==> config.mk <==
export PLATFORM = sky130hd
export DESIGN_NAME = chunk_serial_adder_flat
export DESIGN_NICKNAME = d
export VERILOG_FILES = /design/src/rtl/chunk_serial_adder_pkg.sv /design/src/rtl/chunk_serial_adder_if.sv /design/src/rtl/chunk_serial_adder_ripple_chunk.sv /design/src/rtl/chunk_serial_adder.sv /design/src/flat_wrapper.sv
export SDC_FILE = /design/constraint.sdc
export NUM_CORES = 1
export LEC_CHECK = 0
export ABC_AREA = 1
export BUFFER_PORTS_ARGS = -buffer_cell sky130_fd_sc_hd__clkbuf_2
export CAP_MARGIN = 20
export CORE_ASPECT_RATIO = 0.9
export CORE_MARGIN = 3
export CORE_UTILIZATION = 40
export DETAILED_ROUTE_END_ITERATION = 12
export MAX_ROUTING_LAYER = met4
export PLACE_DENSITY = 0.65
export SYNTH_ARGS = -nofsm -noshare
export SYNTH_HDL_FRONTEND = slang
export SYNTH_SLANG_ARGS = --single-unit
export TNS_END_PERCENT = 20
==> constraint.sdc <==
create_clock -name clk -period 4.4 [get_ports clk]
set_input_delay 0.66 -clock clk [delete_from_list [all_inputs] [get_ports clk]]
set_output_delay 0.66 -clock clk [all_outputs]
set_load 0.02 [all_outputs]
==> src/rtl/chunk_serial_adder_pkg.sv <==
`default_nettype none
// ============================================================================
// chunk_serial_adder_pkg : FSM encoding, default sizes, index-width helper
// Revision: 1.0
// ============================================================================
package chunk_serial_adder_pkg;

  typedef enum logic [1:0] {
    ST_IDLE = 2'd0,
    ST_BUSY = 2'd1,
    ST_DONE = 2'd2
  } state_t;

  localparam int DEF_WIDTH = 16;
  localparam int DEF_CHUNK = 4;

  // Never returns 0 so a single-chunk build still has a legal index register.
  function automatic int idx_width(input int width, input int chunk);
    int n;
    n = width / chunk;
    return (n > 1) ? $clog2(n) : 1;
  endfunction

endpackage
`default_nettype wire

==> src/rtl/chunk_serial_adder_if.sv <==
`default_nettype none
// ============================================================================
// chunk_serial_adder_if : operand/result handshake bundle for the serial adder
// Revision: 1.0
// ============================================================================
interface chunk_serial_adder_if #(
  parameter int WIDTH = 16
) ();

  logic             in_valid;
  logic             in_ready;
  logic [WIDTH-1:0] a;
  logic [WIDTH-1:0] b;
  logic             cin;
  logic             acc_mode;
  logic             acc_clr;
  logic             out_valid;
  logic             out_ready;
  logic [WIDTH-1:0] sum;
  logic             cout;
  logic             ovf;

  modport master (
    output in_valid, a, b, cin, acc_mode, acc_clr, out_ready,
    input  in_ready, out_valid, sum, cout, ovf
  );

  modport slave (
    input  in_valid, a, b, cin, acc_mode, acc_clr, out_ready,
    output in_ready, out_valid, sum, cout, ovf
  );

endinterface
`default_nettype wire

==> src/rtl/chunk_serial_adder_ripple_chunk.sv <==
`default_nettype none
// ============================================================================
// chunk_serial_adder_ripple_chunk : combinational CHUNK-bit full-adder chain
// Revision: 1.0
// ============================================================================
module chunk_serial_adder_ripple_chunk #(
  parameter int CHUNK = 4
) (
  input  wire logic [CHUNK-1:0] i_a,
  input  wire logic [CHUNK-1:0] i_b,
  input  wire logic             i_cin,
  output logic      [CHUNK-1:0] o_sum,
  output logic                  o_cout,
  output logic                  o_cmsb
);

  logic [CHUNK:0] w_carry;

  always_comb begin
    w_carry    = '0;
    o_sum      = '0;
    w_carry[0] = i_cin;
    for (int i = 0; i < CHUNK; i++) begin
      o_sum[i]     = i_a[i] ^ i_b[i] ^ w_carry[i];
      w_carry[i+1] = (i_a[i] & i_b[i]) | (w_carry[i] & (i_a[i] ^ i_b[i]));
    end
  end

  assign o_cout = w_carry[CHUNK];
  // Carry into the chunk's top bit; on the last chunk this is the word's MSB carry-in.
  assign o_cmsb = w_carry[CHUNK-1];

endmodule
`default_nettype wire

==> src/rtl/chunk_serial_adder.sv <==
`default_nettype none
// ============================================================================
// chunk_serial_adder : multi-cycle WIDTH-bit adder/accumulator, CHUNK bits/cycle
// Revision: 1.0
// ============================================================================
module chunk_serial_adder
  import chunk_serial_adder_pkg::*;
#(
  parameter int WIDTH = DEF_WIDTH,
  parameter int CHUNK = DEF_CHUNK
) (
  input  wire logic          clk,
  input  wire logic          rst,
  chunk_serial_adder_if.slave bus
);

  localparam int c_NCHUNK = WIDTH / CHUNK;
  localparam int c_IW     = idx_width(WIDTH, CHUNK);
  localparam logic [c_IW-1:0] c_LAST_IDX = c_IW'(c_NCHUNK - 1);

  if ((WIDTH % CHUNK) != 0) begin : g_width_check
    $error("chunk_serial_adder: WIDTH must be a multiple of CHUNK");
  end

  state_t           r_state;
  logic [c_IW-1:0]  r_idx;
  logic             r_carry;
  logic [WIDTH-1:0] r_a;
  logic [WIDTH-1:0] r_b;
  logic             r_acc_req;
  logic [WIDTH-1:0] r_acc;
  logic [WIDTH-1:0] r_sum;
  logic             r_cout;
  logic             r_ovf;
  logic             r_in_ready;
  logic             r_out_valid;

  int               w_lo;
  logic [CHUNK-1:0] w_chunk_sum;
  logic             w_chunk_cout;
  logic             w_chunk_cmsb;
  logic [WIDTH-1:0] w_b_sel;

  assign w_lo = int'(r_idx) * CHUNK;

  // A clear landing on the capture edge must already be visible to the B mux.
  assign w_b_sel = bus.acc_mode ? (bus.acc_clr ? '0 : r_acc) : bus.b;

  chunk_serial_adder_ripple_chunk #(
    .CHUNK (CHUNK)
  ) u_chunk (
    .i_a    (r_a[w_lo +: CHUNK]),
    .i_b    (r_b[w_lo +: CHUNK]),
    .i_cin  (r_carry),
    .o_sum  (w_chunk_sum),
    .o_cout (w_chunk_cout),
    .o_cmsb (w_chunk_cmsb)
  );

  always_ff @(posedge clk or posedge rst) begin
    if (rst) begin
      r_state     <= ST_IDLE;
      r_idx       <= '0;
      r_carry     <= 1'b0;
      r_a         <= '0;
      r_b         <= '0;
      r_acc_req   <= 1'b0;
      r_acc       <= '0;
      r_sum       <= '0;
      r_cout      <= 1'b0;
      r_ovf       <= 1'b0;
      r_in_ready  <= 1'b1;
      r_out_valid <= 1'b0;
    end else begin
      case (r_state)
        ST_IDLE: begin
          if (bus.in_valid) begin
            r_a        <= bus.a;
            r_b        <= w_b_sel;
            r_carry    <= bus.cin;
            r_acc_req  <= bus.acc_mode;
            r_idx      <= '0;
            r_in_ready <= 1'b0;
            r_state    <= ST_BUSY;
          end
        end
        ST_BUSY: begin
          r_sum[w_lo +: CHUNK] <= w_chunk_sum;
          r_carry              <= w_chunk_cout;
          r_idx                <= r_idx + 1'b1;
          if (r_idx == c_LAST_IDX) begin
            r_cout      <= w_chunk_cout;
            r_ovf       <= w_chunk_cmsb ^ w_chunk_cout;
            r_out_valid <= 1'b1;
            r_state     <= ST_DONE;
          end
        end
        ST_DONE: begin
          if (bus.out_ready) begin
            r_out_valid <= 1'b0;
            r_in_ready  <= 1'b1;
            r_state     <= ST_IDLE;
          end
        end
        default: begin
          r_out_valid <= 1'b0;
          r_in_ready  <= 1'b1;
          r_state     <= ST_IDLE;
        end
      endcase

      if (bus.acc_clr) begin
        r_acc <= '0;
      end else if ((r_state == ST_DONE) && bus.out_ready && r_acc_req) begin
        r_acc <= r_sum;
      end
    end
  end

  assign bus.in_ready  = r_in_ready;
  assign bus.out_valid = r_out_valid;
  assign bus.sum       = r_sum;
  assign bus.cout      = r_cout;
  assign bus.ovf       = r_ovf;

endmodule
`default_nettype wire

==> src/flat_wrapper.sv <==
// flat-port wrapper written by rule: the top's interface ports become plain ports
module chunk_serial_adder_flat import chunk_serial_adder_pkg::*;
#(
  parameter int WIDTH = DEF_WIDTH,
  parameter int CHUNK = DEF_CHUNK
)
  (clk, rst, bus_in_valid, bus_a, bus_b, bus_cin, bus_acc_mode, bus_acc_clr, bus_out_ready, bus_in_ready, bus_out_valid, bus_sum, bus_cout, bus_ovf);
  chunk_serial_adder_if #(.WIDTH(WIDTH)) bus_i ();
  input  wire logic clk;
  input  wire logic rst;
  input wire logic [$bits(bus_i.in_valid)-1:0] bus_in_valid;
  input wire logic [$bits(bus_i.a)-1:0] bus_a;
  input wire logic [$bits(bus_i.b)-1:0] bus_b;
  input wire logic [$bits(bus_i.cin)-1:0] bus_cin;
  input wire logic [$bits(bus_i.acc_mode)-1:0] bus_acc_mode;
  input wire logic [$bits(bus_i.acc_clr)-1:0] bus_acc_clr;
  input wire logic [$bits(bus_i.out_ready)-1:0] bus_out_ready;
  output wire logic [$bits(bus_i.in_ready)-1:0] bus_in_ready;
  output wire logic [$bits(bus_i.out_valid)-1:0] bus_out_valid;
  output wire logic [$bits(bus_i.sum)-1:0] bus_sum;
  output wire logic [$bits(bus_i.cout)-1:0] bus_cout;
  output wire logic [$bits(bus_i.ovf)-1:0] bus_ovf;
  assign bus_i.in_valid = bus_in_valid;
  assign bus_i.a = bus_a;
  assign bus_i.b = bus_b;
  assign bus_i.cin = bus_cin;
  assign bus_i.acc_mode = bus_acc_mode;
  assign bus_i.acc_clr = bus_acc_clr;
  assign bus_i.out_ready = bus_out_ready;
  assign bus_in_ready = bus_i.in_ready;
  assign bus_out_valid = bus_i.out_valid;
  assign bus_sum = bus_i.sum;
  assign bus_cout = bus_i.cout;
  assign bus_ovf = bus_i.ovf;
  chunk_serial_adder #(.WIDTH(WIDTH), .CHUNK(CHUNK)) u_core (.clk(clk), .rst(rst), .bus(bus_i));
endmodule
# Word level (Yosys, flattened, before mapping)
# Index checks and enable logic that the tools add are counted.
# W data, S select, Z words.
# word_totals
ff_bits	74
in_bits	39
word_cells	77
# classes
addsub	2
eq_ne	6
shift	4
muxes	19
bitwise	23
n_reduce_logical	11
# ops
op	n
$mux W16	4
$neg A4 Y33	1
$shift A4 B33 Y16 const A	1
$shiftx A4 B33 Y16	1
$shiftx A16 B5 Y4	2
$bwmux W16	1
$reduce_and A3 Y1	3
$xor A1 B1 Y1	9
$and A1 B1 Y1	8
$mux W2	4
$pmux W1 S3	2
$pmux W2 S3	1
$reduce_and A2 Y1	3
$mux W1	5
$eq A2 B2 Y1 const B	2
$ne A2 B2 Y1 const B	2
$or A1 B1 Y1	4
$pmux W2 S2	1
$reduce_bool A2 Y1	2
$add A2 B1 Y2 const B	1
$eq A2 B1 Y1 const B	1
$logic_and A1 B1 Y1	2
$logic_not A2 Y1	1
$ne A2 B1 Y1 const B	1
other kinds (2)	3

# Logic depth before layout (Yosys ltp)
# Gate-level depths: netlist (run 1).
# logic_depth
word_depth	11
mapped_depth	17
mapped_depth_nobuf	15

# Modules after synthesis
# A second synthesis (run 1) with hierarchy kept.
# hier_totals
cells_unflattened	473
hier_area_um2	3648.5
# modules_own_cells
mod	n_inst	cells_each	area_per_inst_um2	seq_area_each_um2
chunk_serial_adder	1	461	3538.4	1853.0
chunk_serial_adder_ripple_chunk	1	12	110.1	0.0

# Worst setup path before layout (run 1)
# Ideal clock, no wire load.
# synth_timing
path_kind	flip-flop to flip-flop
start	register u_core.r_idx[0]
end	register u_core.r_sum[15], in the netlist u_core.bus.sum[15]
setup_ps	116
t_arrival_ps	2771
t_required_ps	4284
setup_slack_ps	1513
stages_incl_launch_ff	18
path_buffers	2
period_less_slack_ps	2887
path_cell_list	dfrtp_1 buf_2 inv_2 buf_2 nand2_1 nand3_1 nand2_1 fa_1 fa_1 inv_1 fa_1 fa_1 inv_1 nor2_1 nand2_1 inv_1 nand2_1 nand2_1
# synth_between
elab_chain_len	11
elab_cells_between_ends	23
# synth_rtl
element	line	rtl
start, declared	chunk_serial_adder.sv:26	logic [c_IW-1:0] r_idx;
start signal, assigned	chunk_serial_adder.sv:90	r_idx <= r_idx + 1'b1;
$shiftx A16 B5 Y4 (on tied branches)	chunk_serial_adder.sv:52, chunk_serial_adder.sv:53	
$xor A1 B1 Y1	chunk_serial_adder_ripple_chunk.sv:24, chunk_serial_adder_ripple_chunk.sv:25	
$and A1 B1 Y1	chunk_serial_adder_ripple_chunk.sv:25	w_carry[i+1] = (i_a[i] & i_b[i]) | (w_carry[i] & (i_a[i] ^ i_b[i]));
$or A1 B1 Y1	chunk_serial_adder_ripple_chunk.sv:25	
$and A1 B1 Y1	chunk_serial_adder_ripple_chunk.sv:25	
$or A1 B1 Y1	chunk_serial_adder_ripple_chunk.sv:25	
$and A1 B1 Y1	chunk_serial_adder_ripple_chunk.sv:25	
$or A1 B1 Y1	chunk_serial_adder_ripple_chunk.sv:25	
$xor A1 B1 Y1	chunk_serial_adder_ripple_chunk.sv:24	o_sum[i] = i_a[i] ^ i_b[i] ^ w_carry[i];
$shiftx A4 B33 Y16	chunk_serial_adder.sv:88	r_sum[w_lo +: CHUNK] <= w_chunk_sum;
$bwmux W16 *	chunk_serial_adder.sv:88	
end signal, assigned by index	chunk_serial_adder.sv:88	
end, declared	chunk_serial_adder.sv:32	logic [WIDTH-1:0] r_sum;
# Mark *: on every way between the ends. The rest lies on a longest branch, timed or not.
# A chain may end at the register's enable or synchronous reset.

# Final worst setup path (run 1)
# Ends and elaborated chain as after synthesis.

==> out/results.ini, run 1 <==
[run_status]
run_status=complete, no violations

[final_layout]
fin_area_sq_um=4327
drive_above_1_share_pct=19.55
syn_to_final_growth_pct=14.28
fillCellCount=944
final_cells=654
antenna_cells=0
final_net_count=576

[routing]
vias=3211
drt_wl_total_mm=9.137
dr.first_iter.drc_count=188
drc=0
ant_nets=0
wl_per_cell_um=13.97
first_pass_iters=5
viasPerCell=4.910

[floorplanning]
io_pins=59
core_area_sq_um=9166
rows=33
die_x_um=108.6
dieArea_sq_um=10670
die_h_um=98.30
start_util_pct=41.30

[timing]
slew_violations=0
finalSetupTns_ns=0
maxSlewHeadroom_pct=40.06
layout_setup_ws_ns=1.090
hold_violations=0
rsz0062_at_grt=false
worst_pin_slew_ns=0.8977
max_freq_ghz=0.3021
finalSetupViolations=0
layout_min_cycle_time_ns=3.310
finalCritPeriodShare_pct=75.23
skew_ns=0.007383

[cts]
cts_setup_buffers=0
postCtsHoldBufs=0
cts_sinks=74
worstSkewPairLatency_ns=0.35
cts_resized=0
clockBufferDepth=2
root_buffer=clkbuf_8
cts_tree=yes
cts_buffers=9
htreeDepth=3
path_clk_slew_ns=0.08

[synthesis]
synthAdderAreaFrac_pct=4.098
synth_common_cells=nand2_1 (225), dfrtp_1 (73), nand3_1 (59), inv_1 (25), buf_2 (14)
synth_edf_count=0
ys_types=26
syn_area_per_cell_sq_um=7.937
yosysWarningCount=0
syn_nets=526
synth_top_cell_area_share_pct=48.25
yosys.area_share.simple_pct=36.12
syn_inst=477
synth_area_leader_cell=dfrtp_1
synth-seq-area-share_pct=48.94
async_flop_share_pct=100.0
synth_most_common_cell=nand2_1
synth_top_family_by_area=simple AND/OR/NAND/NOR gates
ys_ff_latch=74
synth-xor-area-share_pct=0.2313
synth_area_leaders=dfrtp_1 (48%), nand2_1 (22%), nand3_1 (7.8%)
ys.flop_type=dfrtp_1
synth_area_sq_um=3786
synthMuxAreaShare_pct=0
synth_compound_area_share_pct=3.437

[critical_path]
crit_type=reg2reg
crit_top_cell=nand2_1
critPathRequiredTime_ns=4.64
endpoint_kind=flop
crit_path_max_incr_delay_ns=0.63
cp_max_fo=27
cp.arrival_ns=3.55
critPathSlowestCell=dfrtp_1
start_kind=flop
path_cells=inv_2 -> nand2_1 -> nand3_1 -> nand2_1 -> fa_1 -> fa_1 -> inv_1 -> fa_1 -> fa_1 -> inv_1 -> nor2_1 -> nand2_1 -> inv_1 -> nand2_1 -> nand2_1

[placement]
placed_cell_area_sq_um=4095
preCtsSetupSlack_ns=1.136
gp_congestion=0.8719
dpl.hpwl_mm=6.659
port_buffers=58
dp_cells=637

[hold_path]
hold_path_class=reg2reg

[grt]
grt_usage_pct=19.02
grt_overflow=0
antenna_found_initial=0
grt_pass1_wl_mm=15.46
grt_max_degree=44
grt_pass1_vias=3177

[power]
pwr_density_cell_nw_per_um2=680.4
p_leak_nw=2.436
vdd_drop_max_mv=0.3362

[flow_run]
drv_cap=0

-- per-layer routing --
| layer | vias up | global-route usage [%] | share of wire (%) |
|---|---|---|---|
| li1 | 1601 | - | - |
| met1 | 1534 | 26.27 | 47 |
| met2 | 67 | 28.31 | 47 |
| met3 | 9 | 3.701 | 4.7 |
| met4 | 0 | 6.019 | 1.4 |
| met5 | - | - | 0 |
-- flip-flops by register name, indices dropped and copies added, names as in the netlist, 2 cells and up --
signal / count
u_core.r_b: 16
u_core.r_state: 2
u_core.r_idx: 2
u_core.bus.sum: 16
u_core.r_a: 16
u_core.r_acc: 16
-- final cells by class --
type	count	area [sq um]	share of cell area, %
inverters	32	122.6	2.834
multi-input cells	349	1662	38.40
clock inverters	5	52.55	1.215
repair buffers	61	332.8	7.692
flip-flops and latches	74	1853	42.83
well taps	122	152.6	3.528
clock buffers	11	151.4	3.499
-- worst max-delay path: cells and delay by family, from the launching register on --
family	cells	cell delay [ns]
DFF	1	0.63
and+or+nand+nor	7	0.49
adders and majority gates	4	1.42
buffers and inverters	4	0.64
-- cells in the final DEF, fill, tap and decap left out, types with 2 or more instances in the layout --
master / netlist / routed
inv_1: 25 / 24
nand2_4: 2 / 2
inv_2: 5 / 6
clkinv_2: 0 / 3
dfrtp_1: 73 / 73
fa_1: 4 / 4
nand3_1: 59 / 59
nand2_2: 2 / 2
nor2_2: 3 / 3
buf_4: 1 / 2
o21ai_0: 12 / 12
nand3_2: 10 / 10
nand2_1: 225 / 225
nor2_4: 2 / 2
nor2_1: 12 / 12
clkbuf_8: 0 / 11
ha_1: 6 / 6
clkbuf_2: 0 / 58
o211ai_1: 8 / 8
-- final timing paths --
kind,from,to,slack (ns),cells after the start
worst max-delay path,u_core.r_idx[0],u_core.bus.sum[15],1.09,15
worst min-delay path,u_core.r_a[9],u_core.r_a[9],0.48,2
worst max register to register,u_core.r_idx[0],u_core.bus.sum[15],1.09,15
worst min register to register,u_core.r_a[9],u_core.r_a[9],0.48,2
max in group asynchronous,rst,u_core.r_idx[1],2.96,3
min in group asynchronous,rst,u_core.bus.cout,0.49,2
-- report_power, final --
part,switching (mW),leakage [nW],internal (mW)
logic,0.833,1.36,0.431
clock network,0.253,0.105,0.290
registers,0.221,0.975,0.916
total,1.31,2.44,1.64
-- metrics by stage --
stage	hold slack, ns	power [mW]	utilization, %
final	0.4829	2.944	47.20
after global routing	0.5057	3.201	47.20
after CTS	0.4860	2.968	46.90
after detailed placement	0.4683	2.405	44.68
after global placement	0.4673	2.384	44.68
after floorplan	0.4487	2.073	-
-- cells by family (layout without fill, tap and decap cells) --
logic type	count (synthesis)	in the layout
adders and majority gates	10	10
DFF	74	74
buffers and inverters	54	109
and+or+nand+nor	316	316
xor gates and xnor gates	1	1
AOI/OAI and AO/OA	22	22
(Power assumes the default switching activity.)
==> run 2: changes to the inputs <==
Settings changed: PLACE_DENSITY 0.65 to 0.67.
Clock period 4.4 ns to 3 ns, I/O delays scaled along.
==> run 2 against run 1 <==
Global-route usage is essentially flat. Design area grew 2.1%. Maximum frequency grew 16%. Non-clock buffer count grew 4. Critical path depth is the same. Die area is the same. Via count shrank 1.1%. Sequential cell count is the same. Clock skew is essentially flat. Critical endpoint unchanged. Largest power group unchanged.
==> out/results.ini, run 2 (same netlist as run 1, synthesis figures left out) <==
[cts]
postCtsHoldBufs=0  ; unchanged
root_buffer=clkbuf_8
cts_sinks=74  ; unchanged
cts_buffers=9  ; unchanged
clockBufferDepth=2  ; unchanged
cts_setup_buffers=0  ; unchanged
path_clk_slew_ns=0.08  ; about the same
cts_tree=yes
htreeDepth=3  ; unchanged
worstSkewPairLatency_ns=0.35  ; about the same

[run_status]
run_status=complete, no violations

[critical_path]
path_cells=inv_4 -> nand2_1 -> nand3_1 -> nand2_1 -> fa_1 -> fa_1 -> inv_1 -> fa_1 -> fa_1 -> inv_1 -> nor2_1 -> nand2_1 -> inv_1 -> nand2_1 -> nand2_1
crit_path_max_incr_delay_ns=0.49  ; -0.14 ns
crit_top_cell=nand2_1
cp.arrival_ns=3.09  ; -0.46 ns
critPathRequiredTime_ns=3.25  ; -1.39 ns
cp_max_fo=10  ; -63%
crit_type=reg2reg
start_kind=flop
critPathSlowestCell=dfrtp_2
critPathTopFamily=adder cells
path_buf_inv=4  ; unchanged
endpoint_kind=flop
r2r_slack_ns=0.15  ; -0.94 ns

[routing]
ant_nets=0  ; unchanged
drt_wl_total_mm=9.169  ; +0.35%
dr.first_iter.drc_count=251  ; +34%
first_pass_iters=5  ; unchanged
drc=0  ; unchanged
vias=3176  ; -1.1%
wl_per_cell_um=13.93  ; -0.26%
viasPerCell=4.827  ; -1.7%

[final_layout]
antenna_cells=0  ; unchanged
mostFrequentLayoutCells=nand2_1 (225), dfrtp_1 (72), nand3_1 (59), clkbuf_2 (58), inv_1 (24)
final_common_cell=nand2_1
drive_above_1_share_pct=20.34  ; +0.79 points
syn_to_final_growth_pct=16.62
fillCellCount=920  ; -2.5%
final_net_count=580  ; +0.69%
fin_area_sq_um=4415  ; +2.1%

[timing]
hold_violations=0  ; unchanged
max_freq_ghz=0.3514  ; +16%
finalSetupTns_ns=0  ; unchanged
slew_violations=0  ; unchanged
hold_slack_ns=0.1512  ; -0.3317 ns
finalSetupViolations=0  ; unchanged
worst_pin_slew_ns=0.4851  ; -0.4127 ns
rsz0062_at_grt=false
finalCritPeriodShare_pct=94.86  ; +20 points
layout_min_cycle_time_ns=2.846  ; -0.4647 ns
skew_ns=0.007342  ; -0.00004110 ns
maxSlewHeadroom_pct=67.66  ; +28 points

[floorplanning]
dieArea_sq_um=10670  ; unchanged
core_area_sq_um=9166  ; unchanged
start_util_pct=41.30  ; unchanged
die_x_um=108.6  ; unchanged
die_h_um=98.30  ; unchanged
rows=33  ; unchanged
io_pins=59  ; unchanged

[grt]
grt_usage_pct=19.03  ; about the same
grt_pass1_vias=3091  ; -2.7%
grt_max_degree=75  ; +70%
grt_pass1_wl_mm=15.30  ; -1.1%
grt_overflow=0  ; unchanged
antenna_found_initial=0  ; unchanged

[placement]
dpl.hpwl_mm=6.702  ; +0.64%
placed_cell_area_sq_um=4145  ; +1.2%
port_buffers=58  ; unchanged
gp_congestion=0.8713  ; about the same

[power]
p_leak_nw=2.482  ; +1.9%
vdd_drop_max_mv=0.4598  ; +37%
pwr_density_cell_nw_per_um2=1046  ; +54%

[hold_path]
hold_path_class=in2async

[flow_run]
drv_cap=0  ; unchanged

run 2: worst paths after layout:
| path | end | cells after the start | from |
|---|---|---|---|
| setup / recovery | u_core.bus.sum[15] | 15 | u_core.r_idx[0] |
| hold / removal | u_core.r_state[1] | 3 | rst |
| setup reg to reg | u_core.bus.sum[15] | 15 | u_core.r_idx[0] |
| hold reg to reg | u_core.r_a[3] | 2 | u_core.r_a[3] |
| max in group asynchronous | u_core.r_acc[10] | 3 | rst |
| min in group clk | u_core.r_a[12] | 3 | bus_a[12] |
run 2: timing repair:
| item | in CTS | in global routing |
|---|---|---|
| resized for setup | 0 | 3 |
| endpoints found under the setup margin | 0 | 2 |
| endpoints found under the hold margin | 0 | 0 |
run 2: worst min-delay path, delay by kind of cell:
| family | cells | cell delay (ns) |
|---|---|---|
| buffers and inverters | 3 | 0.46 |
run 2: through the flow:
step | power [mW] | std cells | util, % | worst slack [ns]
after floorplan | 3.040 | 477 | - | 0.1126
after global placement | 3.562 | 642 | 45.22 | 0.2500
after detailed placement | 3.600 | 642 | 45.22 | 0.1232
after CTS | 4.656 | 658 | 48.13 | 0.05499
after global routing | 5.011 | 658 | 48.17 | 0.03309
final | 4.619 | 658 | 48.17 | 0.1543
run 2: layout make-up:
cell class | instances | area (sq um) | share of cell area, %
clock buffer | 11 | 141.4 | 3.202
clock inverter | 5 | 125.1 | 2.834
inverter | 32 | 125.1 | 2.834
multi-input combinational | 349 | 1662 | 37.63
sequential | 74 | 1854 | 41.99
tap | 122 | 152.6 | 3.457
timing repair buffer | 65 | 355.3 | 8.048
run 2: per-layer routing:
metal / up-vias / track usage, % / part of all wire, %
li1: 1603 / - / -
met1: 1486 / 26.75 / 48
met2: 76 / 27.84 / 46
met3: 11 / 5.155 / 5.6
met4: 0 / 3.786 / 0.94
met5: - / - / 0
run 2: power by group:
| group | switching, mW | total (mW) | internal, mW |
|---|---|---|---|
| combinational | 1.27 | 1.94 | 0.669 |
| clock | 0.364 | 1.02 | 0.658 |
| sequential | 0.306 | 1.65 | 1.35 |
| total | 1.94 | 4.62 | 2.67 |
